[src/rtl/rv_pkg.sv]
// Shared RV32I encoding definitions: instruction formats, base opcodes and field widths.
package rv_pkg;

  localparam int XLEN  = 32;
  localparam int OPC_W = 7;
  localparam int REG_W = 5;
  localparam int F3_W  = 3;
  localparam int F7_W  = 7;
  localparam int FMT_W = 3;

  typedef enum logic [FMT_W-1:0] {
    FMT_R = 3'd0,
    FMT_I = 3'd1,
    FMT_S = 3'd2,
    FMT_B = 3'd3,
    FMT_U = 3'd4,
    FMT_J = 3'd5
  } fmt_e;

  localparam logic [OPC_W-1:0] OP_OP     = 7'h33;
  localparam logic [OPC_W-1:0] OP_IMM    = 7'h13;
  localparam logic [OPC_W-1:0] OP_STORE  = 7'h23;
  localparam logic [OPC_W-1:0] OP_BRANCH = 7'h63;
  localparam logic [OPC_W-1:0] OP_LUI    = 7'h37;
  localparam logic [OPC_W-1:0] OP_JAL    = 7'h6F;

endpackage

[src/rtl/instr_pack.sv]
// Combinational RV32I field packer: places decoded fields into a 32-bit word per format.
module instr_pack
  import rv_pkg::*;
(
  input  logic [FMT_W-1:0] fmt,
  input  logic [OPC_W-1:0] opcode,
  input  logic [REG_W-1:0] rd,
  input  logic [REG_W-1:0] rs1,
  input  logic [REG_W-1:0] rs2,
  input  logic [F3_W-1:0]  funct3,
  input  logic [F7_W-1:0]  funct7,
  input  logic [XLEN-1:0]  imm,
  output logic [XLEN-1:0]  instr,
  output logic             illegal,
  output logic             misalign
);

  // Format-specific bit placement; B/J drop imm[0] and report it as misaligned.
  always_comb begin
    instr    = 32'h0000_0000;
    illegal  = 1'b0;
    misalign = 1'b0;
    case (fmt)
      FMT_R: instr = {funct7, rs2, rs1, funct3, rd, opcode};
      FMT_I: instr = {imm[11:0], rs1, funct3, rd, opcode};
      FMT_S: instr = {imm[11:5], rs2, rs1, funct3, imm[4:0], opcode};
      FMT_B: begin
        instr    = {imm[12], imm[10:5], rs2, rs1, funct3, imm[4:1], imm[11], opcode};
        misalign = imm[0];
      end
      FMT_U: instr = {imm[31:12], rd, opcode};
      FMT_J: begin
        instr    = {imm[20], imm[10:1], imm[11], imm[19:12], rd, opcode};
        misalign = imm[0];
      end
      default: illegal = 1'b1;
    endcase
  end

endmodule

[src/rtl/instr_encoder.sv]
// RV32I instruction encoder with program-load sequencing: packs field bundles into
// instruction words and emits them with sequential word addresses over one load run.
module instr_encoder
  import rv_pkg::*;
#(
  parameter int ADDR_W    = 10,
  parameter int DEPTH     = 1024,
  parameter int BASE_ADDR = 0
) (
  input  logic              clk,
  input  logic              rst,
  input  logic              start,
  input  logic              in_valid,
  output logic              in_ready,
  input  logic [FMT_W-1:0]  in_fmt,
  input  logic [OPC_W-1:0]  in_opcode,
  input  logic [REG_W-1:0]  in_rd,
  input  logic [REG_W-1:0]  in_rs1,
  input  logic [REG_W-1:0]  in_rs2,
  input  logic [F3_W-1:0]   in_funct3,
  input  logic [F7_W-1:0]   in_funct7,
  input  logic [XLEN-1:0]   in_imm,
  output logic              out_valid,
  input  logic              out_ready,
  output logic [XLEN-1:0]   out_instr,
  output logic [ADDR_W-1:0] out_addr,
  output logic [ADDR_W:0]   count,
  output logic              busy,
  output logic              done,
  output logic              err_illegal,
  output logic              err_misalign
);

  typedef enum logic [1:0] {
    ST_IDLE = 2'd0,
    ST_RUN  = 2'd1,
    ST_DONE = 2'd2
  } state_e;

  localparam logic [ADDR_W:0]   DEPTH_C  = (ADDR_W+1)'(DEPTH);
  localparam logic [ADDR_W:0]   CNT_ONE  = (ADDR_W+1)'(1);
  localparam logic [ADDR_W-1:0] BASE_C   = ADDR_W'(BASE_ADDR);
  localparam logic [ADDR_W-1:0] ADDR_ONE = ADDR_W'(1);

  state_e            state_r;
  state_e            state_nxt_s;
  logic [ADDR_W:0]   accepted_r;
  logic [ADDR_W:0]   count_r;
  logic [ADDR_W-1:0] addr_nxt_r;
  logic [ADDR_W-1:0] out_addr_r;
  logic [XLEN-1:0]   out_instr_r;
  logic              out_valid_r;
  logic              err_ill_r;
  logic              err_mis_r;

  logic [XLEN-1:0]   word_s;
  logic              illegal_s;
  logic              misalign_s;
  logic              in_ready_s;
  logic              accept_s;
  logic              emit_s;
  logic              drain_s;
  logic              restart_s;
  logic              run_end_s;

  instr_pack u_pack (
    .fmt      (in_fmt),
    .opcode   (in_opcode),
    .rd       (in_rd),
    .rs1      (in_rs1),
    .rs2      (in_rs2),
    .funct3   (in_funct3),
    .funct7   (in_funct7),
    .imm      (in_imm),
    .instr    (word_s),
    .illegal  (illegal_s),
    .misalign (misalign_s)
  );

  assign in_ready_s = (state_r == ST_RUN) && (accepted_r < DEPTH_C) && (!out_valid_r || out_ready);
  assign accept_s   = in_valid && in_ready_s;
  assign emit_s     = accept_s && !illegal_s;
  assign drain_s    = out_valid_r && out_ready;
  assign restart_s  = start && (state_r != ST_RUN);
  // The run ends only after every bundle is taken and the output register is empty.
  assign run_end_s  = (state_r == ST_RUN) && (accepted_r == DEPTH_C) && (!out_valid_r || drain_s);

  // State register.
  always_ff @(posedge clk or posedge rst) begin
    if (rst) begin
      state_r <= ST_IDLE;
    end else begin
      state_r <= state_nxt_s;
    end
  end

  // Next-state logic; start is only honoured outside RUN.
  always_comb begin
    state_nxt_s = state_r;
    case (state_r)
      ST_IDLE, ST_DONE: begin
        if (start) state_nxt_s = ST_RUN;
        else       state_nxt_s = state_r;
      end
      ST_RUN: begin
        if (run_end_s) state_nxt_s = ST_DONE;
        else           state_nxt_s = ST_RUN;
      end
      default: state_nxt_s = ST_IDLE;
    endcase
  end

  // Output register, address/count tracking and sticky error flags.
  always_ff @(posedge clk or posedge rst) begin
    if (rst) begin
      accepted_r  <= '0;
      count_r     <= '0;
      addr_nxt_r  <= BASE_C;
      out_addr_r  <= BASE_C;
      out_instr_r <= 32'h0000_0000;
      out_valid_r <= 1'b0;
      err_ill_r   <= 1'b0;
      err_mis_r   <= 1'b0;
    end else if (restart_s) begin
      accepted_r  <= '0;
      count_r     <= '0;
      addr_nxt_r  <= BASE_C;
      out_valid_r <= 1'b0;
      err_ill_r   <= 1'b0;
      err_mis_r   <= 1'b0;
    end else begin
      if (accept_s) accepted_r <= accepted_r + CNT_ONE;
      if (accept_s && illegal_s) err_ill_r <= 1'b1;
      if (emit_s && misalign_s) err_mis_r <= 1'b1;
      if (emit_s) begin
        out_valid_r <= 1'b1;
        out_instr_r <= word_s;
        out_addr_r  <= addr_nxt_r;
        addr_nxt_r  <= addr_nxt_r + ADDR_ONE;
      end else if (drain_s) begin
        out_valid_r <= 1'b0;
      end
      if (drain_s) count_r <= count_r + CNT_ONE;
    end
  end

  assign in_ready     = in_ready_s;
  assign out_valid    = out_valid_r;
  assign out_instr    = out_instr_r;
  assign out_addr     = out_addr_r;
  assign count        = count_r;
  assign busy         = (state_r == ST_RUN);
  assign done         = (state_r == ST_DONE);
  assign err_illegal  = err_ill_r;
  assign err_misalign = err_mis_r;

endmodule

[config.mk]
export PLATFORM = sky130hd
export DESIGN_NAME = instr_encoder
export DESIGN_NICKNAME = d
export VERILOG_FILES = /design/src/rtl/rv_pkg.sv /design/src/rtl/instr_pack.sv /design/src/rtl/instr_encoder.sv
export SDC_FILE = /design/constraint.sdc
export NUM_CORES = 1
export LEC_CHECK = 0
export BUFFER_PORTS_ARGS = -buffer_cell sky130_fd_sc_hd__buf_2
export CORE_MARGIN = 2
export CORE_UTILIZATION = 50
export CTS_CLUSTER_DIAMETER = 30
export CTS_CLUSTER_SIZE = 16
export DETAILED_ROUTE_END_ITERATION = 8
export PLACE_DENSITY_LB_ADDON = 0.3
export SYNTH_ARGS = -nofsm -noshare
export SYNTH_HDL_FRONTEND = slang
export SYNTH_HIERARCHICAL = 1
export SYNTH_SLANG_ARGS = --single-unit
[constraint.sdc]
create_clock -name clk -period 4.3 [get_ports clk]
set_input_delay 0.43 -clock clk [delete_from_list [all_inputs] [get_ports clk]]
set_output_delay 0.43 -clock clk [all_outputs]
set_load 0.01 [all_outputs]
Word level (Yosys, flattened, before mapping):

Index checks and enable logic that the tools add are counted.

* $add $sub $neg: 3
* multipliers: 0
* divide/modulo/power cells: 0
* order comparisons: 1
* equality and inequality tests: 10
* shift-type cells: 0
* muxes and demuxes: 19
* bitwise logic cells: 1
* reduce and logical (&&, ||, !) cells: 25

Operators by type and width (count)
* 32-bit case mux with 6 select lines: 1
* 11-bit 2-to-1 mux: 4
* 11-bit by 1-bit adder with 11-bit output (second input constant): 2
* 10-bit 2-to-1 mux: 2
* 11-bit equality test (second input constant): 1
* 11-bit < comparator (second input constant): 1
* 10-bit by 1-bit adder with 10-bit output (second input constant): 1
* 1-bit logical AND: 10
* 2-bit nonzero test: 5
* 1-bit 2-to-1 mux: 9
* 3-bit by 2-bit equality test with 1-bit output (second input constant): 2
* 3-bit equality test (second input constant): 2
* 6-bit OR reduction: 1
* 2-bit 2-to-1 mux: 2
* 2-bit case mux with 2 select lines: 1
* 2-bit OR reduction: 2
* 3-bit by 1-bit equality test with 1-bit output (second input constant): 1
* 3-bit zero test: 1
* 3-bit nonzero test: 1
* 2-bit by 1-bit equality test with 1-bit output (second input constant): 1
* 2-bit equality test (second input constant): 1
* 2-bit zero test: 1
* 1-bit logical OR: 2
* 2-bit by 1-bit inequality test with 1-bit output (second input constant): 1
* other kinds (4): 4

* flip-flop bits (word level): 79
* bits in latches: 0
* memory bits (writable): 0
* memory bits (read-only): 0
* logic and storage cells: 68
* memories: 0

Logic depth before layout (Yosys ltp):

Gate-level depths: netlist of the first run.

* word-level depth: 8
* mapped depth: 9

By module:

Netlist of the first run, hierarchy kept.

By module, submodules not included
* instr_encoder: instances 1, cells an instance 372, area an instance 3449.6 µm²
* instr_pack: instances 1, cells an instance 90, area an instance 579.3 µm²

Worst setup path before layout of the first run:

No wires, ideal clock.

* path type: in2reg
* start: in in_fmt[1]
* end: reg addr_nxt_r[9]
* library setup time: 0.077 ns
* arrival time: 1.719 ns
* slack: 2.503 ns
* stages: 7
* buffers on the path: 1
* path through: buf_2 -> nand2_1 -> inv_1 -> nor3b_2 -> nand3_2 -> or4_1 -> a21oi_1

* longest elaborated chain between the ends: 4
* elaborated cells on any way between the ends: 9
* those cells by class: 5 x eq/ne; 4 x reduce/logical

RTL lines
* from (decl): line instr_encoder.sv:15 `input logic [FMT_W-1:0] in_fmt,`
* 3-bit by 1-bit equality test with 1-bit output (tied with other cells): line instr_pack.sv:23 `case (fmt)`
* 6-bit OR reduction (no line) (*)
* 1-bit logical AND (*): line instr_encoder.sv:82 `assign emit_s = accept_s && !illegal_s;`
* 2-bit nonzero test (no line) (*)
* to (signal assigned): line instr_encoder.sv:139 `addr_nxt_r <= addr_nxt_r + ADDR_ONE;`
* to (decl): line instr_encoder.sv:49 `logic [ADDR_W-1:0] addr_nxt_r;`

Mark *: on every way between the ends. The rest lies on a longest branch, timed or not.
A chain may end at the register's enable or synchronous reset.

Final worst setup path of the first run:

* start: in in_fmt[1]
* end: reg addr_nxt_r[5]

Same word-level chain as after synthesis.

==> out/results.tsv, run 1 <==
metric	value	unit
r2r_cells	6	
share_of_final_layout_standard_cells_stronger_than_drive_strength_1	27.8	%
worst_ep_required_time	4580	ps
netlist_top_cells_area	sky130_fd_sc_hd__dfrtp_1 (49%), sky130_fd_sc_hd__nand2_1 (14%), sky130_fd_sc_hd__a22oi_1 (3.0%)	
route.antenna.remaining_nets	0	
synth_mux_area_share	2.70	%
route.final.wire_length	9680	um
cts_buffers	9	
maxSlewViolCount	0	
clock_sink_count	79	
row_count	32	
async_flop_share	100	%
h-tree-depth	3	
tightestPinTransition	1050	ps
yosys_warnings	6	
comb_power_share	26.3	%
timing.max_slew.rel_slack	29.7	%
criticalPathCategory	primary input to register	
power_density	449	nW/um^2
route.detailed.wl_per_inst	14.1	um
post_synth.cell_area_avg	8.72	sq um
switching_power_as_a_share_of_total_power	33.6	%
arithmetic_cell_share_of_the_synthesized_area_counting_full_adders_half_adders_and_majority_gates	1.24	%
synth_ff_type	sky130_fd_sc_hd__dfrtp_1	
synth_simple_gate_area_share	26.9	%
synth_compound_area_share	11.7	%
yosys.area_share.xor_xnor	3.26	%
p_int	1470	uW
cts_setup_buffers	0	
die_width	93.8	um
finalWeightedCongestion	0.845	
hold_path.class	primary input to asynchronous set/reset pin	
yosysSeqAreaShare	49.1	%
synth_top_cell_area_share	49.1	%
global_route.usage.total	23.3	%
critical_path.endpoint_type	register	
number_of_standard_cells_in_the_final_layout_excluding_fillers	688	
post_cts.resized_instances	0	
power.share.sequential	46.5	%
ir_drop	205	uV
numPlacedInstances	672	
yosys_register_bits	79	
synth_area	4030	sq um
clock_latency_of_the_later_clocked_register_in_the_worst_skew_pair	340	ps
synth_top_family_by_area	simple AND/OR/NAND/NOR gates	
synth.distinct_cells	49	
antenna_found_initial	0	
mappedNetlistNets	538	
finalHoldViolCount	0	
dr_total_vias	3688	
post_synth_inst_count	462	
ios	131	
timing.fmax	456	MHz
period_share	51.0	%
port_buffers	130	
finalSetupViolCount	0	
clk_pin_slew	80	ps
placeableCoreArea	7770	sq um
grt_max_degree	49	
initial_standard_cell_utilization_of_the_core	51.9	%
cell_accounting_for_the_most_synthesized_area	sky130_fd_sc_hd__dfrtp_1	
layout.cells.most_common	sky130_fd_sc_hd__nand2_1	
cts.root.buffer_cell	sky130_fd_sc_hd__clkbuf_8	
layout_common_cells	sky130_fd_sc_hd__nand2_1 (149), sky130_fd_sc_hd__buf_2 (130), sky130_fd_sc_hd__dfrtp_1 (79), sky130_fd_sc_hd__nor2_1 (20), sky130_fd_sc_hd__inv_1 (18)	
clock_power_share	27.2	%
drt_iter0_markers	208	
nets	657	
synth_enable_flop_cells	0	
path_max_fanout	41	
leakage	0.00265	uW
count_of_antenna_diodes_in_the_layout	0	
dieArea	8790	sq um
rsz_0062_raised_after_global_routing	no	
first_global_vias	3641	
netSwitchingPower	743	uW
finalCriticalPeriod	2190	ps
clock-skew-final	11.9	ps
timing.setup.tns	0	ps
area.growth.synth_to_final	22.2	%
drv_cap	0	
worst_path_arrival_time	2470	ps
clk_path_buf_depth	2	
vias_per_cell	5.36	
startpoint_type	primary input	
cts_tree	yes	
die_y	93.8	um
grt_overflow	0	
post-dp-hpwl	6870	um
drc_errors	0	
drtPass1Iterations	5	
grt_first_pass_wirelength	16400	um
holdBufCountCts	0	
status	finished clean	
[flip-flops by register name, summed over array words and instances, names as in the netlist]
register,count
count,11
accepted_r,11
err_misalign,1
state_r,2
err_illegal,1
out_addr,10
out_instr,32
out_valid,1
addr_nxt_r,10
[power by group through the flow]
stage               sequential, uW  combinational, uW  clock (uW)
detailed placement            1040                588           0
floorplan                     1080                307           0
finish                        1030                581         602
global placement              1040                569           0
global route                  1050                659         648
CTS                           1030                588         617
[kinds of logic after synthesis]
group,Yosys count
flip-flops,79
AO/OA/AOI/OAI,70
XOR/XNOR,15
adder cells (fa/ha/maj),4
multiplexers,10
buffers and inverters,44
AND/OR/NAND/NOR,240
[synth_stat cells, drive strengths merged (7+ instances only)]
cell type,n
a21oi,11
a22oi,17
and2,7
buf,14
clkbuf,10
dfrtp,79
inv,20
nand2,149
nand3,18
nand4,8
nor2,21
o21ai,14
o22ai,8
xnor2,11
[worst max-delay path, stage by stage]
cell                      delay, ps
sky130_fd_sc_hd__buf_2          230
sky130_fd_sc_hd__nand2_1        270
sky130_fd_sc_hd__inv_1          100
sky130_fd_sc_hd__nor3b_2        210
sky130_fd_sc_hd__nand3_2        330
sky130_fd_sc_hd__buf_4          400
sky130_fd_sc_hd__or3_1          390
sky130_fd_sc_hd__nand3_1         80
[layer usage]
metal / global-route usage (%) / part of all wire [%] / vias up
met5: 0 / 0 / -
met4: 9.30 / 2.4 / 0
met3: 5.06 / 6.6 / 20
met2: 38.2 / 47 / 125
met1: 30.3 / 44 / 1743
li1: - / - / 1800
[path summary, 6_finish.rpt]
| kind | start | endpoint | slack, ps |
|---|---|---|---|
| min in group clk | in_opcode[2] | out_instr[2] | 380 |
| setup / recovery | in_fmt[1] | addr_nxt_r[5] | 2110 |
| max in group asynchronous | rst | accepted_r[0] | 3220 |
| hold / removal | rst | out_instr[3] | 140 |
| hold reg to reg | out_addr[7] | out_addr[7] | 470 |
| setup reg to reg | state_r[1] | addr_nxt_r[5] | 2190 |
[area by class of cell]
class / count / area [sq um]
clock inverter: 7 / 96.3
clock buffer: 9 / 124
fill: 718 / 2850
inverter: 20 / 83.8
multi-input combinational: 339 / 1850
tap: 102 / 128
sequential: 79 / 1980
timing repair buffer: 132 / 666
[metrics by stage]
stage / hold WS (ps) / instance area [sq um] / setup slack (ps) / total power [uW] / utilization [%]
floorplan: 453 / 4030 / 1850 / 1380 / -
global placement: 456 / 4700 / 1830 / 1600 / 60.5
detailed placement: 459 / 4700 / 1760 / 1620 / 60.5
CTS: 148 / 4920 / 2120 / 2230 / 63.4
global route: 177 / 4920 / 1910 / 2360 / 63.4
finish: 135 / 4920 / 2110 / 2210 / 63.4
(Power assumes the default switching activity.)
==> run 2: changes to the inputs <==
- clock period: 4.3 -> 2.3 ns (I/O delays scaled with it)
==> out/results.tsv, run 2 (synthesis gave the netlist of run 1 again) <==
metric	value	unit	change
grt_first_pass_wirelength	16700	um	was 16400 um
status	finished clean		unchanged
regToRegEndpoint	addr_nxt_r[9]		was addr_nxt_r[5]
startpoint_of_the_worst_register_to_register_path	state_r[1]		unchanged
startpoint_type	register		was primary input
r2r_cells	5		was 6
count_of_antenna_diodes_in_the_layout	0		unchanged
row_count	32		unchanged
crit_family	simple AND/OR/NAND/NOR gates		unchanged
clock_latency_of_the_later_clocked_register_in_the_worst_skew_pair	360	ps	was 340 ps
maxSlewViolCount	0		unchanged
critical_path.n_buffers_inverters	1		was 3
drtPass1Iterations	4		was 5
leakage	0.00269	uW	was 0.00265 uW
dr_total_vias	3744		was 3688
hold-path-cell-count	4		
drc_errors	0		unchanged
path_cells	nand2b_1, inv_8, nand3_2, or4_1, a21oi_1		was buf_2, nand2_1, inv_1, nor3b_2, nand3_2, buf_4, or3_1, nand3_1
largest_register_ffs	32		unchanged
first_global_vias	3618		was 3641
criticalPathCategory	register to register		was primary input to register
critical-path-max-stage-delay	550	ps	was 400 ps
total_power	3990	uW	was 2210 uW
ir_drop	346	uV	was 205 uV
drv_cap	0		unchanged
path_max_fanout	11		was 41
grt_overflow	0		unchanged
tightestPinTransition	751	ps	was 1050 ps
clk_path_buf_depth	2		unchanged
layout.cells.most_common	sky130_fd_sc_hd__nand2_1		unchanged
routing_layer_with_the_top_usage_in_global_route	met2		unchanged
route.detailed.wl_per_inst	14.5	um	was 14.1 um
finalCriticalPeriod	1820	ps	
rsz_0062_raised_after_global_routing	no		unchanged
cts.root.buffer_cell	sky130_fd_sc_hd__clkbuf_8		unchanged
dieArea	8790	sq um	unchanged
finalHoldViolCount	0		unchanged
drt_iter0_markers	192		was 208
finalWeightedCongestion	0.912		was 0.845
nets	665		was 657
cts_setup_buffers	0		unchanged
route.antenna.remaining_nets	0		unchanged
met2_layer_usage_reported_by_global_route	40.1	%	was 38.2%
die_y	93.8	um	unchanged
grt_max_degree	55		was 49
initial_standard_cell_utilization_of_the_core	51.9	%	unchanged
placeableCoreArea	7770	sq um	unchanged
finalSetupViolCount	0		unchanged
layout_common_cells	sky130_fd_sc_hd__nand2_1 (149), sky130_fd_sc_hd__buf_2 (130), sky130_fd_sc_hd__dfrtp_1 (79), sky130_fd_sc_hd__nor2_1 (20), sky130_fd_sc_hd__inv_1 (18)		unchanged
antenna_found_initial	0		unchanged
route.final.wire_length	10100	um	was 9680 um
die_width	93.8	um	unchanged
clock-skew-final	6.44	ps	was 11.9 ps
worst_ep_required_time	2580	ps	was 4580 ps
hold_path.class	primary input to register		was primary input to asynchronous set/reset pin
clock_sink_count	79		unchanged
vias_per_cell	5.38		was 5.36
share_of_final_layout_standard_cells_stronger_than_drive_strength_1	28.3	%	was 27.8%
global_route.usage.total	24.2	%	was 23.3%
worst_hold_path.endpoint	out_instr[3]		
holdWs	171	ps	was 135 ps
number_of_standard_cells_in_the_final_layout_excluding_fillers	696		was 688
power_density	803	nW/um^2	was 449 nW/um^2
area.growth.synth_to_final	23.3	%	was 22.2%
port_buffers	130		unchanged
worst_path_arrival_time	2100	ps	was 2470 ps
grt_use_met1	30.4	%	was 30.3%
timing.fmax	548	MHz	
period_share	79.3	%	
critical_path.endpoint_type	register		unchanged
global_route.usage.met3	5.14	%	was 5.06%
post-dp-hpwl	7350	um	was 6870 um
reg2reg_setup_slack	480	ps	was 2190 ps
timing.setup.tns	0	ps	unchanged
num-fill-cells	715		was 718
cts_tree	yes		unchanged
h-tree-depth	3		unchanged
numPlacedInstances	679		was 672
cp_slowest_cell	sky130_fd_sc_hd__or4_1		was sky130_fd_sc_hd__buf_4
timing.hold.worst.start	in_opcode[3]		
cts_buffers	9		unchanged
ios	131		unchanged
clk_pin_slew	80	ps	about the same
timing.max_slew.rel_slack	49.8	%	was 29.7%
-- run 2: changes by cell type in the layout (fill, tap and decap cells not counted), sizes merged --
cell,before,now
buf,132,139
bufinv,2,0
clkbuf,9,13
clkinv,2,3
clkinvlp,3,1
dlygate4sd3,0,1
inv,20,19
-- run 2: through the flow --
| stage | setup slack (ps) | util, % | instance area [sq um] |
|---|---|---|---|
| 2_1_floorplan | 46.6 | - | 4030 |
| 3_3_place_gp | 488 | 61.5 | 4780 |
| 3_5_place_dp | 420 | 61.5 | 4780 |
| 4_1_cts | 476 | 63.9 | 4970 |
| 5_1_grt | 351 | 63.9 | 4970 |
| 6_report | 476 | 63.9 | 4970 |
-- run 2: routing by layer --
layer	vias up	routed length (um)
met5	-	0
met4	0	244
met3	21	663
met2	138	4940
met1	1767	4220
li1	1818	-
-- run 2: power by group --
| part | leakage [uW] | switching [uW] | internal [uW] |
|---|---|---|---|
| registers | 0.00104 | 248 | 1680 |
| clock network | 0.0000894 | 489 | 448 |
| logic | 0.00156 | 643 | 476 |
| total | 0.00269 | 1380 | 2600 |
-- run 2: worst min-delay path, cell delays in order --
cell and delay [ps]:
sky130_fd_sc_hd__buf_2 70, sky130_fd_sc_hd__and2_1 100, sky130_fd_sc_hd__nand2_1 50, sky130_fd_sc_hd__nand2_1 50
-- run 2: worst max path at each step --
stage          startpoint            end  slack [ps]  cells past startpoint
3_5_place_dp    in_fmt[1]  addr_nxt_r[9]         420                      7
4_1_cts        state_r[1]  addr_nxt_r[9]         480                      5
6_report       state_r[1]  addr_nxt_r[9]         480                      5
3_3_place_gp    in_fmt[1]  addr_nxt_r[9]         490                      7
5_1_grt        state_r[1]  addr_nxt_r[9]         350                      5
2_1_floorplan         rst  accepted_r[0]          50                      1
-- run 2: timing repair --
action                    4_1_cts  5_1_grt
gates resized for setup         0        0
hold buffers                    1        0
hold endpoints to repair       25        0
-- run 2: cell type report --
cell class                 instances  area (sq um)  area share (%)
clock buffer                      13           159            3.20
multi-input combinational        339          1850            37.2
sequential                        79          1980            39.8
tap                              102           128            2.57
clock inverter                     3          17.5           0.353
inverter                          20          83.8            1.69
timing repair buffer             140           753            15.2
